===== src/rtl/instr_reader.sv =====
// instr_reader: read-side sequencer and checker for the instruction register (optional checker: INSTR_READER_CHECK_EN)
package instr_register_pkg;
  typedef enum logic [3:0] {ZERO, PASSA, PASSB, ADD, SUB, MULT, DIV, MOD} opcode_t;
  typedef logic signed [31:0] operand_t;
  typedef logic [4:0] address_t;
  typedef struct packed {
    opcode_t opc;
    operand_t op_a;
    operand_t op_b;
    logic signed [63:0] result;
  } instruction_t;
endpackage

module instr_reader
  import instr_register_pkg::*;
#(
  parameter int MAX_COUNT = 32
) (
  input  logic         clk,
  input  logic         reset_n,
  input  logic         start,
  input  address_t     start_ptr,
  input  logic [5:0]   count,
  input  instruction_t instruction_word,
  output address_t     read_pointer,
  output logic         out_valid,
  input  logic         out_ready,
  output instruction_t out_instr,
  output address_t     out_index,
  output logic         mismatch,
  output logic         busy,
  output logic         done,
  output logic [5:0]   err_count
);
  typedef enum logic [1:0] {IDLE, FETCH, PRESENT, DONE} state_t;
  state_t r_state, w_next;
  address_t r_ptr;
  logic [5:0] r_rem;
  logic w_xfer, w_go;
  logic [5:0] w_len;
  assign w_xfer = out_valid & out_ready;
  assign w_go = (r_state == IDLE) & start;
  assign w_len = (count > 6'(MAX_COUNT)) ? 6'(MAX_COUNT) : count;
  assign read_pointer = r_ptr;
  // state register
  always_ff @(posedge clk or negedge reset_n)
    if (!reset_n) r_state <= IDLE;
    else r_state <= w_next;
  // next-state logic
  always_comb begin
    w_next = r_state;
    case (r_state)
      IDLE:    if (start) w_next = (count != 6'd0) ? FETCH : DONE;
      FETCH:   w_next = PRESENT;
      PRESENT: if (w_xfer) w_next = (r_rem == 6'd1) ? DONE : FETCH;
      default: w_next = IDLE;
    endcase
  end
  // state-decoded outputs
  always_comb begin
    out_valid = (r_state == PRESENT);
    busy = (r_state != IDLE);
    done = (r_state == DONE);
  end
  // run pointer, remaining count and captured word
  always_ff @(posedge clk or negedge reset_n)
    if (!reset_n) begin
      r_ptr <= '0;
      r_rem <= '0;
      out_instr <= '0;
      out_index <= '0;
    end else begin
      if (w_go && count != 6'd0) begin
        r_ptr <= start_ptr;
        r_rem <= w_len;
      end
      if (r_state == FETCH) begin
        out_instr <= instruction_word;
        out_index <= r_ptr;
      end
      if (w_xfer) begin
        r_ptr <= r_ptr + 5'd1;
        r_rem <= r_rem - 6'd1;
      end
    end
`ifdef INSTR_READER_CHECK_EN
  logic signed [63:0] w_a, w_b, w_d, w_exp;
  logic w_skip, w_mis, r_mis;
  logic [5:0] r_err;
  // recompute the expected result with 64-bit sign-extended operands
  always_comb begin
    w_a = {{32{instruction_word.op_a[31]}}, instruction_word.op_a};
    w_b = {{32{instruction_word.op_b[31]}}, instruction_word.op_b};
    w_skip = (instruction_word.opc == DIV || instruction_word.opc == MOD) && w_b == 64'sd0;
    w_d = w_skip ? 64'sd1 : w_b;
    case (instruction_word.opc)
      PASSA:   w_exp = w_a;
      PASSB:   w_exp = w_b;
      ADD:     w_exp = w_a + w_b;
      SUB:     w_exp = w_a - w_b;
      MULT:    w_exp = w_a * w_b;
      DIV:     w_exp = w_a / w_d;
      MOD:     w_exp = w_a % w_d;
      default: w_exp = 64'sd0;
    endcase
    w_mis = (instruction_word.opc > MOD) | (!w_skip & (instruction_word.result !== w_exp));
  end
  // mismatch flag and saturating error counter, cleared by each accepted start
  always_ff @(posedge clk or negedge reset_n)
    if (!reset_n) begin
      r_mis <= 1'b0;
      r_err <= '0;
    end else if (w_go) begin
      r_err <= '0;
    end else if (r_state == FETCH) begin
      r_mis <= w_mis;
      if (w_mis && r_err != 6'd63) r_err <= r_err + 6'd1;
    end
  assign mismatch = out_valid & r_mis;
  assign err_count = r_err;
`else
  assign mismatch = 1'b0;
  assign err_count = '0;
`endif
endmodule


===== config.mk =====
export PLATFORM = sky130hd
export DESIGN_NAME = instr_reader
export DESIGN_NICKNAME = d
export VERILOG_FILES = /design/src/rtl/instr_reader.sv
export SDC_FILE = /design/constraint.sdc
export NUM_CORES = 1
export LEC_CHECK = 0
export ABC_CLOCK_PERIOD_IN_PS = 4400
export CORE_ASPECT_RATIO = 2
export CORE_UTILIZATION = 45
export CTS_BUF_LIST = sky130_fd_sc_hd__clkbuf_4
export DETAILED_ROUTE_END_ITERATION = 7
export HOLD_SLACK_MARGIN = 0.08
export PLACE_DENSITY = 0.95
export SLEW_MARGIN = 20
export SYNTH_ARGS = -nofsm -noshare
export SYNTH_HDL_FRONTEND = slang
export SYNTH_SLANG_ARGS = --single-unit

===== constraint.sdc =====
create_clock -name clk -period 4.4 [get_ports clk]
set_input_delay 0.44 -clock clk [delete_from_list [all_inputs] [get_ports clk]]
set_output_delay 0.44 -clock clk [all_outputs]
set_load 0.02 [all_outputs]

==> impl_metrics.toml, run 1 <==
[status]
status = "complete, no violations"

[route]
wl_per_cell_um = 20.15
drt-pass1-iter-count = 4
drc = 0
routed_wl_um = 16990
drtIter0Drc = 172
wl_met1_um = 5708
route.met2.wl_um = 9738
routed-via-count = 4387
ant_nets = 0
top_layer = "met4"
dr_wl_met3_um = 908
vias_per_cell = 5.204

[placement]
dpl.cell_count = 809
dp_hpwl_um = 12980
port_buffers = 291
gp_congestion = 0.8136

[cells_and_area]
ff_latch_area_sq_um = 3754
stdcell_count = 843
multiInputGateArea_sq_um = 2024
fillers = 860
nets = 827
drive_above_1_share_pct = 26.23
syn_to_final_growth_pct = 55.38

[yosys]
ys_types = 38
synth_area_sq_um = 5948
synth-main-ff-cell = "dfrtp_1"
synthTopCellsByArea = "dfrtp_1 (63%), mux2_2 (26%), buf_4 (2.5%), ha_1 (0.63%), o211ai_1 (0.63%)"
syn_inst = 382
synth_edf_count = 0
synth.most_common_cell = "dfrtp_1"
yosysTopAreaCell = "dfrtp_1"
ys_ff_latch = 150
async_reset_ff_share_pct = 100.0
synth.avg_cell_area_sq_um = 15.57
yosys-top-cells-count = "dfrtp_1 (150), mux2_2 (137), buf_4 (20)"
yosys_warnings = 0
seq_area_frac_synth_pct = 63.10
synth_top_area_share_pct = 63.10

[run]
maxCapViolCount = 0

[timing]
skew_ns = 0.02698
maxSlewHeadroom_pct = 41.94
drv_slew = 0
clock.fmax_mhz = 423.8
tightest_slew_ns = 0.8709
finalSetupViolCount = 0
rsz0062_at_grt = "false"
period_share_pct = 53.62
period_needed_ns = 2.359
hold_viol_final = 0
tns_ns = 0

[die]
pin_count = 299
dieArea_sq_um = 13710
start_util_pct = 46.04
fp.dieH_um = 164.6
die_w_um = 83.30
coreArea_sq_um = 12920
rows = 59

[clock_tree]
clock_latency_ns = 0.51
clkTransAtPathRegs_ns = 0.14
post-cts-setup-buffers = 0
clock_sinks = 150
htree_num_levels = 4
cts_max_path_buffers = 2
ctsHoldBuffers = 1
cts_tree = "done"
numCtsBuffers = 17
cts_root_buf = "clkbuf_4"
post_cts_resized = 0

[critical_path]
worstSetupStartpointType = "flop"
crit_required_ns = 3.96
cp-startpoint = "r_state[1]"
regToRegSetupSlack_ns = 2.45
reg2reg_from = "r_state[0]"
critical_path_class = "reg -> out"
r2r_end = "out_instr[94]"
worst-path-max-fanout = 9
arrival_ns = 1.92
r2r_cells = 3
end_kind = "output port"

[power]
pwr-share-seq_pct = 34.8
comb_power_share_pct = 52.6
sw_frac_of_total_pct = 37.80
leakage_nw = 3.780
p_sw_mw = 2.749
p_clk_share_pct = 12.6
vdd_drop_max_mv = 0.6983
p_int_mw = 4.523
pwr_density_cell_nw_per_um2 = 786.7

[min_path]
hp-class = "in -> async"

[grt]
antenna_found_initial = 1
grt_pass1_wl_um = 25750
grt_use_total_pct = 24.69
grt_max_degree = 92
grt.overflow.total = 0
grt_pass1_vias = 4787
-- layer usage --
| metal | global-route usage, % | up-vias |
|---|---|---|
| met5 | 0 | - |
| met4 | 12.46 | 0 |
| met3 | 6.147 | 41 |
| met2 | 46.54 | 217 |
| met1 | 24.89 | 2188 |
| li1 | - | 1941 |
-- layout by cell type (no fill, tap or decap), types with 2 or more instances in the layout --
cell type	instances
clkinv_1	2
or4_1	2
a31oi_1	2
nor2b_1	2
ha_1	3
dfrtp_1	150
nor3_1	2
buf_6	2
conb_1	7
inv_1	2
nand3b_1	2
nor2_1	8
nand2_1	6
buf_4	3
clkdlybuf4s50_1	290
bufinv_16	3
a21oi_1	6
clkbuf_4	18
nand3_1	7
o211ai_1	5
inv_6	6
mux2_2	137
-- how the worst max path moves through the flow --
stage,endpoint
final,out_valid
after global routing,out_valid
after CTS,out_valid
after detailed placement,r_rem[5]
after global placement,r_rem[5]
after floorplan,read_pointer[3]
-- layout make-up --
class,count,share of cell area [%]
diodes,1,0.02707
repair buffers,296,32.00
clock buffers,18,1.462
inverters,2,0.08122
well taps,152,2.058
flip-flops and latches,150,40.61
multi-input cells,210,21.90
clock inverters,14,1.855
-- power groups by stage --
stage | registers [mW] | logic (mW) | clock network [mW]
6_report | 2.53 | 3.83 | 0.916
5_1_grt | 2.62 | 3.99 | 0.997
4_1_cts | 2.53 | 3.85 | 0.950
3_5_place_dp | 2.56 | 3.84 | 0
3_3_place_gp | 2.49 | 3.71 | 0
2_1_floorplan | 3.31 | 1.22 | 0
-- metrics by stage --
step / setup slack (ns) / power [mW] / hold slack (ns) / utilization [%] / instance area [sq um]
after CTS: 1.971 / 7.327 / 0.3810 / 71.50 / 9236
final: 2.041 / 7.271 / 0.4182 / 71.54 / 9243
after global routing: 1.928 / 7.601 / 0.4023 / 71.54 / 9243
after detailed placement: 2.196 / 6.399 / 0.4333 / 69.05 / 8920
after global placement: 2.240 / 6.197 / 0.4208 / 69.05 / 8920
after floorplan: 2.884 / 4.523 / 0.1444 / - / 5971
-- cells by family (layout without fill, tap and decap cells) --
logic type / Yosys count / after routing / share of synthesized area [%]
flip-flops: 150 / 150 / 63.10
multiplexers: 138 / 138 / 26.10
AND/OR/NAND/NOR: 39 / 39 / 3.681
buffers and inverters: 28 / 330 / 3.366
AO/OA/AOI/OAI: 23 / 23 / 3.050
adder cells (fa/ha/maj): 3 / 3 / 0.6311
other: 1 / 8 / 0.06304
-- state kept, by name (all words and copies together), names as in the netlist --
register	flops
out_index	5
read_pointer	5
r_rem	6
r_state	2
out_instr	132
-- critical path, cell delays in order (launching register included) --
cell and delay [ns]:
dfrtp_1 0.55, nor2b_1 0.22, clkdlybuf4s50_1 0.63
(Power assumes the default switching activity.)
==> inputs of run 2 (changes only) <==
--- a/config.mk
+++ b/config.mk
@@ -5,13 +5,13 @@
 export SDC_FILE = /design/constraint.sdc
 export NUM_CORES = 1
 export LEC_CHECK = 0
-export ABC_CLOCK_PERIOD_IN_PS = 4400
+export ABC_CLOCK_PERIOD_IN_PS = 2000
 export CORE_ASPECT_RATIO = 2
-export CORE_UTILIZATION = 45
+export CORE_UTILIZATION = 37
 export CTS_BUF_LIST = sky130_fd_sc_hd__clkbuf_4
 export DETAILED_ROUTE_END_ITERATION = 7
 export HOLD_SLACK_MARGIN = 0.08
-export PLACE_DENSITY = 0.95
+export PLACE_DENSITY = 0.84
 export SLEW_MARGIN = 20
 export SYNTH_ARGS = -nofsm -noshare
 export SYNTH_HDL_FRONTEND = slang
==> constraint.sdc (replaced) <==
create_clock -name clk -period 2 [get_ports clk]
set_input_delay 0.2 -clock clk [delete_from_list [all_inputs] [get_ports clk]]
set_output_delay 0.2 -clock clk [all_outputs]
set_load 0.02 [all_outputs]
==> run 2 against run 1 <==
Effect of this change:
- cell count is 6.2% higher
- sequential power up 120%
- combinational power increased by 120%
- design area rose by 1.3%
- hold slack got worse by 0.22 ns
- highest routed layer unchanged
- die area increased by 21%
- count of clock-buffer cells in the layout rose by 1
==> impl_metrics.toml, run 2 (same netlist as run 1, synthesis figures left out) <==
[critical_path]
crit_chain = "clkdlybuf4s50_1"
cp-startpoint = "read_pointer[3]"
cp_slowest_cell = "clkdlybuf4s50_1"
cp_num_buf_inv = 1
worst-path-max-fanout = 6
arrival_ns = 1.69
critical_path_class = "reg -> out"
worstSetupStartpointType = "flop"
cp_top_family = "buffers and inverters"
critical-path-max-stage-delay_ns = 0.68
end_kind = "output port"
reg2reg_from = "r_state[1]"
crit_required_ns = 1.80

[cells_and_area]
syn_to_final_growth_pct = 57.47
largest_register_ffs = 132
largestRegisters = "out_instr (132), r_rem (6)"
utilization_pct = 59.37
nets = 829
final_common_cell = "clkdlybuf4s50_1"
drive_above_1_share_pct = 26.88
final_cell_mix = "clkdlybuf4s50_1 (287), dfrtp_1 (148), mux2_2 (137), clkbuf_4 (19), nor2_1 (8)"
stdcell_count = 895
finalInstanceArea_sq_um = 9366
regMostFlops = "out_instr"

[route]
routed-via-count = 4374
drtIter0Drc = 116
vias_per_cell = 4.887
wl_per_cell_um = 18.11
ant_nets = 0
drt-pass1-iter-count = 4
routed_wl_um = 16210
drc = 0

[power]
pwr-share-seq_pct = 34.8
p_sw_mw = 5.916
comb_power_share_pct = 53.0
leakage_nw = 3.801
sw_frac_of_total_pct = 37.24
vdd_drop_max_mv = 0.9003
p_clk_share_pct = 12.3
p_int_mw = 9.971
pwr_density_cell_nw_per_um2 = 1696

[grt]
grt_pass1_vias = 4691
grt_use_total_pct = 19.91
grt_max_degree = 83
grt_pass1_wl_um = 24910
grt.overflow.total = 0
antenna_found_initial = 2

[die]
die_w_um = 91.66
start_util_pct = 37.70
dieArea_sq_um = 16620
fp.dieH_um = 181.3
coreArea_sq_um = 15780
pin_count = 299
rows = 65

[clock_tree]
post-cts-setup-buffers = 0
clock_latency_ns = 0.54
clock_sinks = 150
cts_max_path_buffers = 2
clkTransAtPathRegs_ns = 0.12
cts_root_buf = "clkbuf_4"
numCtsBuffers = 17
cts_tree = "done"
htree_num_levels = 4

[placement]
dp_hpwl_um = 12240
place_area_sq_um = 9039
gp_congestion = 0.8716
pre_cts_ws_ns = 0.1412
port_buffers = 291
dpl.cell_count = 859

[timing]
rsz0062_at_grt = "false"
hold_viol_final = 0
skew_ns = 0.01923
drv_slew = 0
period_needed_ns = 1.893
finalSetupViolCount = 0
tns_ns = 0
period_share_pct = 94.64
clock.fmax_mhz = 528.3
fin_ws_ns = 0.1071

[status]
status = "complete, no violations"

[min_path]
hp-class = "in -> async"

[run]
maxCapViolCount = 0
[run 2: what timing repair did]
action,4_1_cts,5_1_grt
endpoints found under the setup margin,3,1
resized for setup,5,2
hold buffers,2,0
endpoints found under the hold margin,150,0
[run 2: layer usage]
metal  global-route usage (%)  vias up  routed length, um
met5                        0        -                  0
met4                    11.68        0                764
met3                    4.630       51                871
met2                    37.05      215               9222
met1                    19.56     2165               5351
li1                         -     1943                  -
[run 2: power by group through the flow]
stage	clock network, mW	registers, mW	logic (mW)
finish	1.95	5.52	8.41
CTS	2.03	5.53	8.48
floorplan	0	7.27	2.68
detailed placement	0	5.61	8.47
global route	2.16	5.74	8.79
global placement	0	5.46	8.27
[run 2: worst paths after layout]
path | cells past startpoint | slack (ns) | end
worst max-delay path | 1 | 0.11 | read_pointer[3]
worst min-delay path | 3 | 0.20 | out_instr[65]
worst max register to register | 4 | 0.33 | r_rem[1]
worst min register to register | 1 | 0.52 | out_instr[29]
max in group asynchronous | 3 | 1.42 | read_pointer[3]
min in group clk | 2 | 0.26 | out_instr[10]
[run 2: final cells by class]
type	count	area [sq um]
fillers	1244	6411
flip-flops and latches	150	3756
repair buffers	298	3024
multi-input cells	210	2024
well taps	201	251.5
clock inverters	13	155.1
clock buffers	19	142.6
inverters	2	7.507
diodes	2	5.005
[run 2: through the flow]
step	total power [mW]	hold slack (ns)
floorplan	9.951	-0.09559
global placement	13.73	0.1012
detailed placement	14.07	0.1041
CTS	16.05	0.1544
global route	16.69	0.1621
finish	15.89	0.1985
